`config.mk`:
```
export PLATFORM = sky130hd
export DESIGN_NAME = mips_mc_ctrl_flat
export DESIGN_NICKNAME = d
export VERILOG_FILES = /design/src/rtl/mips_mc_ctrl_pkg.sv /design/src/rtl/mips_mc_ctrl_if.sv /design/src/rtl/mips_mc_ctrl_decode.sv /design/src/rtl/mips_mc_ctrl.sv /design/src/flat_wrapper.sv
export SDC_FILE = /design/constraint.sdc
export NUM_CORES = 1
export LEC_CHECK = 0
export BUFFER_PORTS_ARGS = -buffer_cell sky130_fd_sc_hd__buf_2
export CAP_MARGIN = 20
export CORE_MARGIN = 8
export CORE_UTILIZATION = 38
export DETAILED_ROUTE_END_ITERATION = 10
export GPL_TIMING_DRIVEN = 0
export PLACE_DENSITY_LB_ADDON = 0.1
export SYNTH_ARGS = -nofsm -noshare
export SYNTH_HDL_FRONTEND = slang
export SYNTH_SLANG_ARGS = --single-unit
```
`constraint.sdc`:
```
create_clock -name clk -period 2.4 [get_ports clk]
set_input_delay 0.24 -clock clk [delete_from_list [all_inputs] [get_ports clk]]
set_output_delay 0.24 -clock clk [all_outputs]
set_load 0.01 [all_outputs]
```
`src/rtl/mips_mc_ctrl_pkg.sv`:
```
// Shared encodings for the multicycle MIPS controller: ALU opcodes, MIPS
// opcode/funct fields, FSM states, PC-source selects and instruction classes.
package mips_ctrl_pkg;

  localparam logic [4:0] ALU_ADD  = 5'd0;
  localparam logic [4:0] ALU_ADDU = 5'd1;
  localparam logic [4:0] ALU_SUB  = 5'd2;
  localparam logic [4:0] ALU_SUBU = 5'd3;
  localparam logic [4:0] ALU_AND  = 5'd4;
  localparam logic [4:0] ALU_OR   = 5'd5;
  localparam logic [4:0] ALU_NOR  = 5'd6;
  localparam logic [4:0] ALU_SLT  = 5'd7;
  localparam logic [4:0] ALU_SLL  = 5'd8;
  localparam logic [4:0] ALU_SRL  = 5'd9;
  localparam logic [4:0] ALU_SRA  = 5'd10;
  localparam logic [4:0] ALU_JR   = 5'd11;
  localparam logic [4:0] ALU_NOP  = 5'd12;

  localparam logic [5:0] OP_RTYPE = 6'h00;
  localparam logic [5:0] OP_J     = 6'h02;
  localparam logic [5:0] OP_BEQ   = 6'h04;
  localparam logic [5:0] OP_ADDI  = 6'h08;
  localparam logic [5:0] OP_ADDIU = 6'h09;
  localparam logic [5:0] OP_SLTI  = 6'h0A;
  localparam logic [5:0] OP_ANDI  = 6'h0C;
  localparam logic [5:0] OP_ORI   = 6'h0D;
  localparam logic [5:0] OP_LW    = 6'h23;
  localparam logic [5:0] OP_SW    = 6'h2B;

  localparam logic [5:0] FN_SLL  = 6'h00;
  localparam logic [5:0] FN_SRL  = 6'h02;
  localparam logic [5:0] FN_SRA  = 6'h03;
  localparam logic [5:0] FN_JR   = 6'h08;
  localparam logic [5:0] FN_ADD  = 6'h20;
  localparam logic [5:0] FN_ADDU = 6'h21;
  localparam logic [5:0] FN_SUB  = 6'h22;
  localparam logic [5:0] FN_SUBU = 6'h23;
  localparam logic [5:0] FN_AND  = 6'h24;
  localparam logic [5:0] FN_OR   = 6'h25;
  localparam logic [5:0] FN_NOR  = 6'h27;
  localparam logic [5:0] FN_SLT  = 6'h2A;

  typedef enum logic [2:0] {
    ST_IDLE, ST_DECODE, ST_EXEC, ST_MEM, ST_WB
  } state_e;

  typedef enum logic [1:0] {
    PC_SEQ = 2'd0, PC_BRANCH = 2'd1, PC_JUMP = 2'd2, PC_REG = 2'd3
  } pc_src_e;

  typedef enum logic [2:0] {
    CLS_ALU, CLS_NOP, CLS_LW, CLS_SW, CLS_BEQ, CLS_J, CLS_JR
  } iclass_e;

  typedef struct packed {
    logic [4:0] alu_op;
    logic [4:0] shamt;
    logic       src_imm;
    logic       zext;
    logic       reg_dst;
    logic       mem_to_reg;
    iclass_e    cls;
  } dec_t;

  localparam dec_t DEC_RESET = '{alu_op: ALU_NOP, shamt: 5'd0, src_imm: 1'b0,
                                 zext: 1'b0, reg_dst: 1'b0, mem_to_reg: 1'b0,
                                 cls: CLS_NOP};

endpackage

```
`src/rtl/mips_mc_ctrl_if.sv`:
```
// Controller <-> datapath/fetch/memory signal bundle. The master modport is the
// controller; the slave modport is the surrounding datapath.
interface mips_mc_ctrl_if;
  logic        instr_valid;
  logic [31:0] instr;
  logic        instr_ready;
  logic        alu_zero;
  logic        mem_ready;
  logic [4:0]  alu_op;
  logic [4:0]  alu_shamt;
  logic        alu_src_imm;
  logic        imm_zext;
  logic        reg_dst;
  logic        mem_to_reg;
  logic        reg_write;
  logic        mem_read;
  logic        mem_write;
  logic        pc_write;
  logic [1:0]  pc_src;
  logic        illegal;

  modport master (
    input  instr_valid, instr, alu_zero, mem_ready,
    output instr_ready, alu_op, alu_shamt, alu_src_imm, imm_zext, reg_dst,
           mem_to_reg, reg_write, mem_read, mem_write, pc_write, pc_src, illegal
  );

  modport slave (
    output instr_valid, instr, alu_zero, mem_ready,
    input  instr_ready, alu_op, alu_shamt, alu_src_imm, imm_zext, reg_dst,
           mem_to_reg, reg_write, mem_read, mem_write, pc_write, pc_src, illegal
  );
endinterface

```
`src/rtl/mips_mc_ctrl_decode.sv`:
```
// Combinational instruction decoder: IR -> ALU controls, instruction class and
// an illegal flag. The all-zero word decodes as nop rather than sll.
module mips_ctrl_decode
  import mips_ctrl_pkg::*;
(
  input  logic [31:0] i_ir,
  output dec_t        o_dec,
  output logic        o_illegal
);

  always_comb begin
    o_dec = '{alu_op: ALU_NOP, shamt: i_ir[10:6], src_imm: 1'b0, zext: 1'b0,
              reg_dst: 1'b0, mem_to_reg: 1'b0, cls: CLS_ALU};
    o_illegal = 1'b0;
    case (i_ir[31:26])
      OP_RTYPE: begin
        o_dec.reg_dst = 1'b1;
        if (i_ir == '0) begin
          o_dec.cls = CLS_NOP;
        end else begin
          case (i_ir[5:0])
            FN_ADD:  o_dec.alu_op = ALU_ADD;
            FN_ADDU: o_dec.alu_op = ALU_ADDU;
            FN_SUB:  o_dec.alu_op = ALU_SUB;
            FN_SUBU: o_dec.alu_op = ALU_SUBU;
            FN_AND:  o_dec.alu_op = ALU_AND;
            FN_OR:   o_dec.alu_op = ALU_OR;
            FN_NOR:  o_dec.alu_op = ALU_NOR;
            FN_SLT:  o_dec.alu_op = ALU_SLT;
            FN_SLL:  o_dec.alu_op = ALU_SLL;
            FN_SRL:  o_dec.alu_op = ALU_SRL;
            FN_SRA:  o_dec.alu_op = ALU_SRA;
            FN_JR: begin
              o_dec.alu_op = ALU_JR;
              o_dec.cls    = CLS_JR;
            end
            default: o_illegal = 1'b1;
          endcase
        end
      end
      OP_ADDI: begin
        o_dec.alu_op  = ALU_ADD;
        o_dec.src_imm = 1'b1;
      end
      OP_ADDIU: begin
        o_dec.alu_op  = ALU_ADDU;
        o_dec.src_imm = 1'b1;
      end
      OP_SLTI: begin
        o_dec.alu_op  = ALU_SLT;
        o_dec.src_imm = 1'b1;
      end
      OP_ANDI: begin
        o_dec.alu_op  = ALU_AND;
        o_dec.src_imm = 1'b1;
        o_dec.zext    = 1'b1;
      end
      OP_ORI: begin
        o_dec.alu_op  = ALU_OR;
        o_dec.src_imm = 1'b1;
        o_dec.zext    = 1'b1;
      end
      OP_LW: begin
        o_dec.alu_op     = ALU_ADDU;
        o_dec.src_imm    = 1'b1;
        o_dec.mem_to_reg = 1'b1;
        o_dec.cls        = CLS_LW;
      end
      OP_SW: begin
        o_dec.alu_op  = ALU_ADDU;
        o_dec.src_imm = 1'b1;
        o_dec.cls     = CLS_SW;
      end
      OP_BEQ: begin
        o_dec.alu_op = ALU_SUBU;
        o_dec.cls    = CLS_BEQ;
      end
      OP_J: begin
        o_dec.alu_op = ALU_NOP;
        o_dec.cls    = CLS_J;
      end
      default: o_illegal = 1'b1;
    endcase
  end

endmodule

```
`src/rtl/mips_mc_ctrl.sv`:
```
// Multicycle MIPS control FSM (IDLE/DECODE/EXEC/MEM/WB). Decoded fields are
// registered on DECODE exit; strobes are decoded from state and latched class.
module mips_mc_ctrl
  import mips_ctrl_pkg::*;
(
  input  logic          clk,
  input  logic          rst_n,
  mips_mc_ctrl_if.master bus
);

  state_e      r_state;
  state_e      w_next;
  logic [31:0] r_ir;
  dec_t        r_dec;
  dec_t        w_dec;
  logic        w_illegal;
  logic        r_illegal;
  logic        w_take;

  assign w_take = (r_state == ST_IDLE) && bus.instr_valid;

  mips_ctrl_decode u_decode (
    .i_ir      (r_ir),
    .o_dec     (w_dec),
    .o_illegal (w_illegal)
  );

  always_ff @(posedge clk or negedge rst_n) begin
    if (!rst_n) r_state <= ST_IDLE;
    else        r_state <= w_next;
  end

  // Illegal is registered off DECODE so it lands as a one-cycle pulse in IDLE.
  always_ff @(posedge clk or negedge rst_n) begin
    if (!rst_n) begin
      r_ir      <= '0;
      r_dec     <= DEC_RESET;
      r_illegal <= 1'b0;
    end else begin
      if (w_take) r_ir <= bus.instr;
      if (r_state == ST_DECODE) r_dec <= w_dec;
      r_illegal <= (r_state == ST_DECODE) && w_illegal;
    end
  end

  always_comb begin
    w_next = r_state;
    case (r_state)
      ST_IDLE:   if (bus.instr_valid) w_next = ST_DECODE;
      ST_DECODE: w_next = w_illegal ? ST_IDLE : ST_EXEC;
      ST_EXEC: begin
        case (r_dec.cls)
          CLS_ALU, CLS_NOP: w_next = ST_WB;
          CLS_LW, CLS_SW:   w_next = ST_MEM;
          default:          w_next = ST_IDLE;
        endcase
      end
      ST_MEM: begin
        if (bus.mem_ready) w_next = (r_dec.cls == CLS_LW) ? ST_WB : ST_IDLE;
      end
      ST_WB:     w_next = ST_IDLE;
      default:   w_next = ST_IDLE;
    endcase
  end

  always_comb begin
    bus.instr_ready = 1'b0;
    bus.reg_write   = 1'b0;
    bus.mem_read    = 1'b0;
    bus.mem_write   = 1'b0;
    bus.pc_write    = 1'b0;
    bus.pc_src      = PC_SEQ;
    case (r_state)
      ST_IDLE: bus.instr_ready = 1'b1;
      ST_EXEC: begin
        case (r_dec.cls)
          CLS_BEQ: begin
            bus.pc_write = 1'b1;
            bus.pc_src   = bus.alu_zero ? PC_BRANCH : PC_SEQ;
          end
          CLS_J: begin
            bus.pc_write = 1'b1;
            bus.pc_src   = PC_JUMP;
          end
          CLS_JR: begin
            bus.pc_write = 1'b1;
            bus.pc_src   = PC_REG;
          end
          default: ;
        endcase
      end
      ST_MEM: begin
        bus.mem_read  = (r_dec.cls == CLS_LW);
        bus.mem_write = (r_dec.cls == CLS_SW);
        bus.pc_write  = (r_dec.cls == CLS_SW) && bus.mem_ready;
      end
      ST_WB: begin
        bus.reg_write = (r_dec.cls != CLS_NOP);
        bus.pc_write  = 1'b1;
      end
      default: ;
    endcase
  end

  assign bus.alu_op      = r_dec.alu_op;
  assign bus.alu_shamt   = r_dec.shamt;
  assign bus.alu_src_imm = r_dec.src_imm;
  assign bus.imm_zext    = r_dec.zext;
  assign bus.reg_dst     = r_dec.reg_dst;
  assign bus.mem_to_reg  = r_dec.mem_to_reg;
  assign bus.illegal     = r_illegal;

endmodule

```
`src/flat_wrapper.sv`:
```
// flat-port wrapper written by rule: the top's interface ports become plain ports
module mips_mc_ctrl_flat import mips_ctrl_pkg::*;
  (clk, rst_n, bus_instr_valid, bus_instr, bus_alu_zero, bus_mem_ready, bus_instr_ready, bus_alu_op, bus_alu_shamt, bus_alu_src_imm, bus_imm_zext, bus_reg_dst, bus_mem_to_reg, bus_reg_write, bus_mem_read, bus_mem_write, bus_pc_write, bus_pc_src, bus_illegal);
  mips_mc_ctrl_if bus_i ();
  input  logic clk;
  input  logic rst_n;
  input wire logic [$bits(bus_i.instr_valid)-1:0] bus_instr_valid;
  input wire logic [$bits(bus_i.instr)-1:0] bus_instr;
  input wire logic [$bits(bus_i.alu_zero)-1:0] bus_alu_zero;
  input wire logic [$bits(bus_i.mem_ready)-1:0] bus_mem_ready;
  output wire logic [$bits(bus_i.instr_ready)-1:0] bus_instr_ready;
  output wire logic [$bits(bus_i.alu_op)-1:0] bus_alu_op;
  output wire logic [$bits(bus_i.alu_shamt)-1:0] bus_alu_shamt;
  output wire logic [$bits(bus_i.alu_src_imm)-1:0] bus_alu_src_imm;
  output wire logic [$bits(bus_i.imm_zext)-1:0] bus_imm_zext;
  output wire logic [$bits(bus_i.reg_dst)-1:0] bus_reg_dst;
  output wire logic [$bits(bus_i.mem_to_reg)-1:0] bus_mem_to_reg;
  output wire logic [$bits(bus_i.reg_write)-1:0] bus_reg_write;
  output wire logic [$bits(bus_i.mem_read)-1:0] bus_mem_read;
  output wire logic [$bits(bus_i.mem_write)-1:0] bus_mem_write;
  output wire logic [$bits(bus_i.pc_write)-1:0] bus_pc_write;
  output wire logic [$bits(bus_i.pc_src)-1:0] bus_pc_src;
  output wire logic [$bits(bus_i.illegal)-1:0] bus_illegal;
  assign bus_i.instr_valid = bus_instr_valid;
  assign bus_i.instr = bus_instr;
  assign bus_i.alu_zero = bus_alu_zero;
  assign bus_i.mem_ready = bus_mem_ready;
  assign bus_instr_ready = bus_i.instr_ready;
  assign bus_alu_op = bus_i.alu_op;
  assign bus_alu_shamt = bus_i.alu_shamt;
  assign bus_alu_src_imm = bus_i.alu_src_imm;
  assign bus_imm_zext = bus_i.imm_zext;
  assign bus_reg_dst = bus_i.reg_dst;
  assign bus_mem_to_reg = bus_i.mem_to_reg;
  assign bus_reg_write = bus_i.reg_write;
  assign bus_mem_read = bus_i.mem_read;
  assign bus_mem_write = bus_i.mem_write;
  assign bus_pc_write = bus_i.pc_write;
  assign bus_pc_src = bus_i.pc_src;
  assign bus_illegal = bus_i.illegal;
  mips_mc_ctrl u_core (.clk(clk), .rst_n(rst_n), .bus(bus_i));
endmodule
```
[Word-level counts from Yosys, hierarchy flattened]
Index checks and enable logic that the tools add are counted.
Storage, ports and cells
  register bits: 53
  latch bits: 0
  RAM bits: 0
  ROM bits: 0
  output and inout port bits: 22
  memories kept: 0
Operators by class
  add/sub/neg operators: 0
  multiply operators: 0
  div/mod/pow operators: 0
  $lt $le $gt $ge: 0
  equality and inequality tests: 33
  shift-type cells: 0
  mux-type cells: 28
  bitwise operators: 0
  reductions and logical operators: 17
Operators with widths (number)
  $eq A6 B6 Y1 const B: 10
  $pmux W4 S12: 1
  $eq A6 B4 Y1 const B: 6
  $logic_not A32 Y1: 1
  $pmux W4 S7: 1
  $eq A6 B2 Y1 const B: 3
  $mux W3: 5
  $pmux W3 S5: 1
  $eq A3 B2 Y1 const B: 4
  $eq A3 B3 Y1 const B: 4
  $logic_not A6 Y1: 2
  $mux W1: 12
  $pmux W3 S4: 1
  $reduce_or A12 Y1: 1
  $reduce_or A9 Y1: 1
  $reduce_or A7 Y1: 1
  $eq A3 B1 Y1 const B: 2
  $eq A6 B3 Y1 const B: 1
  $logic_not A3 Y1: 2
  $pmux W2 S3: 1
  $pmux W3 S2: 1
  $reduce_or A2 Y1: 3
  $reduce_or A3 Y1: 2
  $mux W2: 2
  7 further kinds: 10

[Depth between registers and ports, before layout]
Gate-level depths: netlist (run 1).
  word-level depth: 7
  depth in mapped cells: 7
  mapped depth without buffers: 5

[Modules after synthesis]
From an unflattened synthesis (run 1), not the netlist that was laid out.
Unflattened totals
  cell total of the unflattened synthesis: 246
  area total of the unflattened synthesis: 2974.1 sq um
By module, submodules not included
  mips_mc_ctrl: times used 1, cells each 150, area each 2382.3 sq um, seq. area each 1330.0 sq um
  mips_ctrl_decode: times used 1, cells each 96, area each 591.8 sq um, seq. area each 0.0 sq um

[Worst setup path after synthesis (run 1)]
Ideal clock, no wire load.
  path kind: register to register
  from: register u_core.r_ir[26]
  to: register u_core.r_illegal (netlist: u_core.bus.illegal)
  arrival time: 1889 ps
  required time: 2333 ps
  slack: 444 ps
  stages on the path, launching flop included: 7
  buffers on the path: 2
  clock period less this slack: 1956 ps
  path through: dfrtp_1 buf_6 or4_4 or3_1 buf_2 o311ai_2 and2_1
Between the ends
  longest elaborated chain between the ends: 4
  elaborated cells on any way between the ends: 15
  those cells by class: eq/ne: 9; mux: 2; reduce/logical: 4
Ends and longest elaborated chain
  start, declared: RTL line mips_mc_ctrl.sv:13  | logic [31:0] r_ir;
  start signal, assigned: RTL line mips_mc_ctrl.sv:40  | if (w_take) r_ir <= bus.instr;
  $eq A6 B6 Y1 (tied with other cells): RTL line mips_mc_ctrl_decode.sv:15  | case (i_ir[31:26])
  $reduce_or A9 Y1 (no source line) or $mux W1 (tied branches)
  $pmux W1 S2 *: RTL line mips_mc_ctrl_decode.sv:15
  $logic_and A1 B1 Y1 *: RTL line mips_mc_ctrl.sv:42  | r_illegal <= (r_state == ST_DECODE) && w_illegal;
  end signal, assigned: RTL line mips_mc_ctrl.sv:42
  end, declared: RTL line mips_mc_ctrl.sv:17  | logic r_illegal;
Every way passes the cells marked *; elsewhere a longest branch is shown, timed or not.
A chain may end at the register's enable or synchronous reset.

[Worst setup path after layout (run 1)]
  from: register u_core.r_state[2]
  to: register u_core.r_ir[28]
Between the ends
  longest elaborated chain between the ends: 2
Ends and longest elaborated chain
  start, declared: RTL line mips_mc_ctrl.sv:11  | state_e r_state;
  start signal, assigned: RTL line mips_mc_ctrl.sv:30  | else r_state <= w_next;
  $logic_not A3 Y1: RTL line mips_mc_ctrl.sv:20  | assign w_take = (r_state == ST_IDLE) && bus.instr_valid;
  $logic_and A1 B1 Y1: RTL line mips_mc_ctrl.sv:20
Every way passes these cells.

==> flow_summary.toml, run 1 <==
[floorplan]
die_x_um = 99.4
dieArea_mm2 = 0.00987
start_util_pct = 39.1
coreArea_mm2 = 0.00676
die_h_um = 99.4
pin_count = 59
rows = 30

[final_layout]
mostFrequentLayoutCells = "buf_2, dfrtp_1, nand2_1, mux2_2, nor2_1"
nFillCells = 665
final_cells = 416
fin_util_pct = 46.7
antenna_cells = 0
layout_commonest_cell = "buf_2"
largest_reg_flops = 32
fin_nets = 372
drive_gt1_share_pct = 33.6
regMostFlops = "u_core.r_ir"
stdcell_area_mm2 = 0.00315
synthToLayoutAreaGrowth_pct = 19.4

[job]
timing.max_cap.violations = 0

[sta]
slew_headroom_pct = 64.9
min_period_ns = 2.24
clock_skew_ns = 0.00993
finalHoldViolations = 0
finalSetupTns_ns = 0
setup_viol = 0
rsz0062_at_grt = "false"
period_share_pct = 93.2
worstMarginPinSlew_ns = 0.526
max_freq_mhz = 447
finalMaxSlewViolations = 0

[place]
gp_congestion = 0.831
dp_hpwl_mm = 4.72
io_buffer_count = 57
placed_area_mm2 = 0.00305
placedCellCount = 407

[pwr]
ir_drop_mv = 0.518
power_density_mw_per_mm2 = 1250
power.total_mw = 3.95
p_switching_mw = 1.59
internal_power_mw = 2.36
clockPowerShare_pct = 13.1
combPwrFrac_pct = 47.2
p_leak_nw = 1.42
switching_share_pct = 40.3
p_seq_share_pct = 39.7

[clocking]
root_buffer = "clkbuf_8"
h-tree-depth = 2
clockBufferDepth = 2
cts.sinks = 52
clk_latency_ns = 0.31
post-cts-setup-buffers = 0
clk_pin_slew_ns = 0.10
cts_tree = "yes"
cts_made_buffers = 5

[min_path]
min_path_type = "in -> reg"

[yosys]
yosys_warnings = 0
ys_seq_area_share_pct = 49.4
synth-seq-cells = 52
async_flop_share_pct = 100
syn_nets = 306
synthDistinctLibCells = 45
synth_edf_count = 0
synth.avg_cell_area_um2 = 9.81
synthFlopType = "dfrtp_1"
netlist_area_mm2 = 0.00264
netlist_instances = 269

[worst_setup_path]
endpoint = "u_core.r_ir[28]$_DFFE_PN0P_"
critical_path.max_stage_delay_ns = 0.48
arrival_ns = 2.43
cp-end-kind = "flip-flop"
critical_path.startpoint_type = "flip-flop"
cp_slowest_cell = "dfrtp_1"
crit_path_max_fanout = 10
r2r_start = "u_core.r_state[2]$_DFFE_PN0P_"
required_ns = 2.59
r2r_cells = 4
crit_chain = "nor4b_1 -> clkbuf_1 -> buf_2 -> mux2_2"
startpoint = "u_core.r_state[2]$_DFFE_PN0P_"
rrSetupSlack_ns = 0.16
r2r_end = "u_core.r_ir[28]$_DFFE_PN0P_"
worst-setup-path-type = "reg -> reg"

[routing]
vias = 2166
route.detailed.drc = 0
drt_wl_total_mm = 6.19
vias_per_cell = 5.21
drt_iter0_drc = 132
ant_nets = 0
dr.pass1.iters = 4
post_drt_wl_per_cell_um = 14.9

[status]
status = "complete, no violations"

[global_route]
grt-ovfl-total = 0
grt_max_degree = 40
track_usage_pct = 12.9
antenna_found_initial = 0
grt_pass1_wl_mm = 10.5
grt_pass1_vias = 2170
-- cell usage after synthesis (all sizes together), types with 2 or more instances --
cell	instances	share of area [%]
dfrtp	49	46
nand2	31	4.4
mux2	26	11
nor2	21	3.0
o21ai	20	3.8
clkbuf	15	2.1
buf	14	3.8
a21oi	10	1.9
nor4	10	2.4
inv	7	1.0
nor3	7	1.3
a31oi	5	1.2
nand2b	4	0.95
nand3	4	0.76
nor2b	4	0.95
a22o	3	1.0
a22oi	3	0.85
dfstp	3	3.0
nand3b	3	0.85
nor3b	3	0.85
a211o	2	0.66
nand4	2	0.47
o211ai	2	0.57
or3	2	0.47
or4	2	0.71
xnor2	2	0.66
-- routing by layer --
metal / track usage [%] / share of wire, % / vias up
met3: 3.35 / 6.9 / 9
met5: 0 / 0 / -
met2: 19.3 / 44 / 59
met4: 4.66 / 1.4 / 0
li1: - / - / 1071
met1: 17.4 / 47 / 1027
-- kinds of logic (layout without fill, tap and decap cells) --
logic type | count (synthesis) | after routing | share of synthesized area [%]
simple gates | 97 | 97 | 18.3
compound gates | 53 | 53 | 12.7
flops | 52 | 52 | 49.4
buf+inv | 36 | 103 | 6.97
mux | 27 | 27 | 11.5
xor+xnor | 3 | 3 | 0.995
other cells | 1 | 1 | 0.142
-- stage by stage --
| step | hold slack [ns] | worst slack (ns) |
|---|---|---|
| final | 0.136 | 0.162 |
| after global routing | 0.132 | 0.0148 |
| after CTS | 0.128 | 0.113 |
| after detailed placement | 0.171 | 0.103 |
| after global placement | 0.441 | 0.181 |
| after floorplan | -0.0556 | 0.444 |
-- cell type report --
type                       instances  area [um^2]  area share (%)
sequential                        52         1310            41.4
multi-input combinational        181         1160            36.7
timing repair buffer              59          315            10.0
buffer                            29          158            5.00
tap                               80          100            3.17
clock buffer                       5         68.8            2.18
inverter                           7         26.3           0.833
clock inverter                     3         22.5           0.714
-- worst min-delay path by stage --
stage | slack, ns | cells past startpoint | end | start
2_1_floorplan | -0.06 | 0 | u_core.bus.alu_op[0]$_DFFE_PN0P_ | rst_n
3_3_place_gp | 0.44 | 3 | u_core.r_ir[5]$_DFFE_PN0P_ | bus_instr[5]
3_5_place_dp | 0.17 | 1 | u_core.bus.alu_op[0]$_DFFE_PN0P_ | rst_n
4_1_cts | 0.13 | 3 | u_core.r_ir[5]$_DFFE_PN0P_ | bus_instr[5]
5_1_grt | 0.13 | 3 | u_core.r_ir[5]$_DFFE_PN0P_ | bus_instr[5]
6_report | 0.14 | 3 | u_core.r_ir[1]$_DFFE_PN0P_ | bus_instr[1]
-- power by group through the flow --
stage | combinational (mW) | sequential [mW] | clock [mW]
6_report | 1.86 | 1.57 | 0.518
5_1_grt | 2.10 | 1.63 | 0.560
4_1_cts | 1.88 | 1.57 | 0.539
3_5_place_dp | 1.88 | 1.59 | 0
3_3_place_gp | 1.85 | 1.58 | 0
2_1_floorplan | 1.41 | 1.52 | 0
-- worst max-delay path, delay by kind of cell, from the launching register on --
family,cells,cell delay [ns]
and+or+nand+nor,1,0.43
DFF,1,0.48
buffers and inverters,2,0.83
muxes,1,0.37
-- timing repair --
action,in CTS,in global routing
hold buffers,1,0
hold endpoints to repair,12,0
resized for setup,0,1
endpoints found under the setup margin,0,1
(Power assumes the default switching activity.)
==> run 2: changes to the inputs <==
- CORE_ASPECT_RATIO: default -> 0.5
==> flow_summary.toml, run 2 (same netlist as run 1, synthesis figures left out) <==
[status]
status = "complete, no violations"

[worst_setup_path]
cp.depth = 5
r2r_cells = 5
worst-setup-path-type = "reg -> reg"
crit_path_max_fanout = 9
critical_path.max_stage_delay_ns = 0.61
critical_path.startpoint_type = "flip-flop"
critPathTopFamily = "simple AND/OR/NAND/NOR gates"
required_ns = 2.58
arrival_ns = 2.41
path_buf_inv = 1
crit_chain = "clkbuf_1 -> or4_1 -> nor4_1 -> o311ai_2 -> and2_1"
cp_slowest_cell = "nor4_1"
cp-end-kind = "flip-flop"

[final_layout]
mostFrequentLayoutCells = "buf_2, dfrtp_1, nand2_1, mux2_2, nor2_1"
multi_input_area_mm2 = 0.00116
nFillCells = 684
drive_gt1_share_pct = 33.6
fin_nets = 372
layout_commonest_cell = "buf_2"
regMostFlops = "u_core.r_ir"
antenna_cells = 0
synthToLayoutAreaGrowth_pct = 22.9
stdcell_area_mm2 = 0.00324
regArea_mm2 = 0.00131
largest_reg_flops = 32

[routing]
route.detailed.drc = 0
drt_iter0_drc = 109
post_drt_wl_per_cell_um = 14.7
ant_nets = 0
vias = 2169
dr.pass1.iters = 4
drt_wl_total_mm = 6.30
vias_per_cell = 5.07

[clocking]
cts.sinks = 52
cts_tree = "yes"
clk_pin_slew_ns = 0.07
root_buffer = "clkbuf_16"
cts_made_buffers = 5
h-tree-depth = 2
clockBufferDepth = 2
clk_latency_ns = 0.29
post-cts-setup-buffers = 0

[sta]
max_freq_mhz = 449
min_period_ns = 2.23
period_share_pct = 92.8
setup_viol = 0
worstMarginPinSlew_ns = 0.682
finalMaxSlewViolations = 0
finalHoldViolations = 0
slew_headroom_pct = 54.1
clock_skew_ns = 0.00288
rsz0062_at_grt = "false"

[min_path]
min_delay_path_depth = 3
min_path_type = "in -> reg"

[floorplan]
coreArea_mm2 = 0.00670
start_util_pct = 39.4
die_h_um = 74.9
pin_count = 59
die_x_um = 134
rows = 21
dieArea_mm2 = 0.0100

[pwr]
internal_power_mw = 2.64
p_leak_nw = 1.45
clockPowerShare_pct = 19.0
p_switching_mw = 1.62
p_seq_share_pct = 36.9
ir_drop_mv = 0.425
power.total_mw = 4.26
power_density_mw_per_mm2 = 1310
switching_share_pct = 38.0
combPwrFrac_pct = 44.1

[place]
dp_hpwl_mm = 4.86
gp_congestion = 0.825
io_buffer_count = 57
placed_area_mm2 = 0.00306

[global_route]
track_usage_pct = 13.4
grt_pass1_vias = 2323
antenna_found_initial = 0
grt_max_degree = 32
grt_pass1_wl_mm = 10.9
grt-ovfl-total = 0

[job]
timing.max_cap.violations = 0
[run 2: area by class of cell]
type | count | area share [%]
Inverter | 7 | 0.810
Multi-Input combinational cell | 181 | 35.7
Clock inverter | 3 | 1.31
Sequential cell | 52 | 40.2
Clock buffer | 5 | 3.86
Timing Repair Buffer | 59 | 9.72
Tap cell | 92 | 3.55
Buffer | 29 | 4.86
[run 2: final timing paths]
check | start | to | slack [ns]
worst max-delay path | u_core.r_ir[2]$_DFFE_PN0P_ | u_core.bus.illegal$_DFF_PN0_ | 0.17
worst min-delay path | bus_instr[3] | u_core.r_ir[3]$_DFFE_PN0P_ | 0.15
worst max register to register | u_core.r_ir[2]$_DFFE_PN0P_ | u_core.bus.illegal$_DFF_PN0_ | 0.17
worst min register to register | u_core.bus.alu_src_imm$_DFFE_PN0P_ | u_core.bus.alu_src_imm$_DFFE_PN0P_ | 0.48
max in group asynchronous | rst_n | u_core.r_dec[0]$_DFFE_PN1P_ | 1.33
min in group asynchronous | rst_n | u_core.r_ir[23]$_DFFE_PN0P_ | 0.46
[run 2: what timing repair did]
| action | CTS | global route |
|---|---|---|
| endpoints found under the hold margin | 21 | 0 |
| hold buffers | 1 | 0 |
| resized for setup | 1 | 0 |
| setup endpoints to repair | 8 | 0 |
[run 2: worst min-delay path: stages]
cell     delay [ns]
buf_2          0.07
nand2_1        0.04
o21ai_0        0.06
[run 2: metal layers]
layer	vias up	GRT usage [%]	share of wire, %
li1	1071	-	-
met5	-	0	0
met3	0	4.79	8.1
met4	0	3.33	0
met2	48	21.1	43
met1	1050	17.4	49
[run 2: power groups by stage]
stage	clock network, mW	registers, mW	logic, mW
2_1_floorplan	0	1.52	1.41
3_3_place_gp	0	1.57	1.84
3_5_place_dp	0	1.58	1.89
4_1_cts	0.830	1.57	1.90
5_1_grt	0.869	1.63	2.14
6_report	0.811	1.57	1.88
[run 2: metrics by stage]
stage	TNS [ns]	setup WS, ns	hold slack, ns	util [%]	cells
2_1_floorplan	0	0.444	-0.0556	-	269
3_3_place_gp	-0.198	-0.0290	0.444	45.4	418
3_5_place_dp	-0.451	-0.0615	0.246	45.7	419
4_1_cts	0	0.131	0.144	48.4	428
5_1_grt	0	0.0113	0.173	48.4	428
6_report	0	0.172	0.152	48.4	428
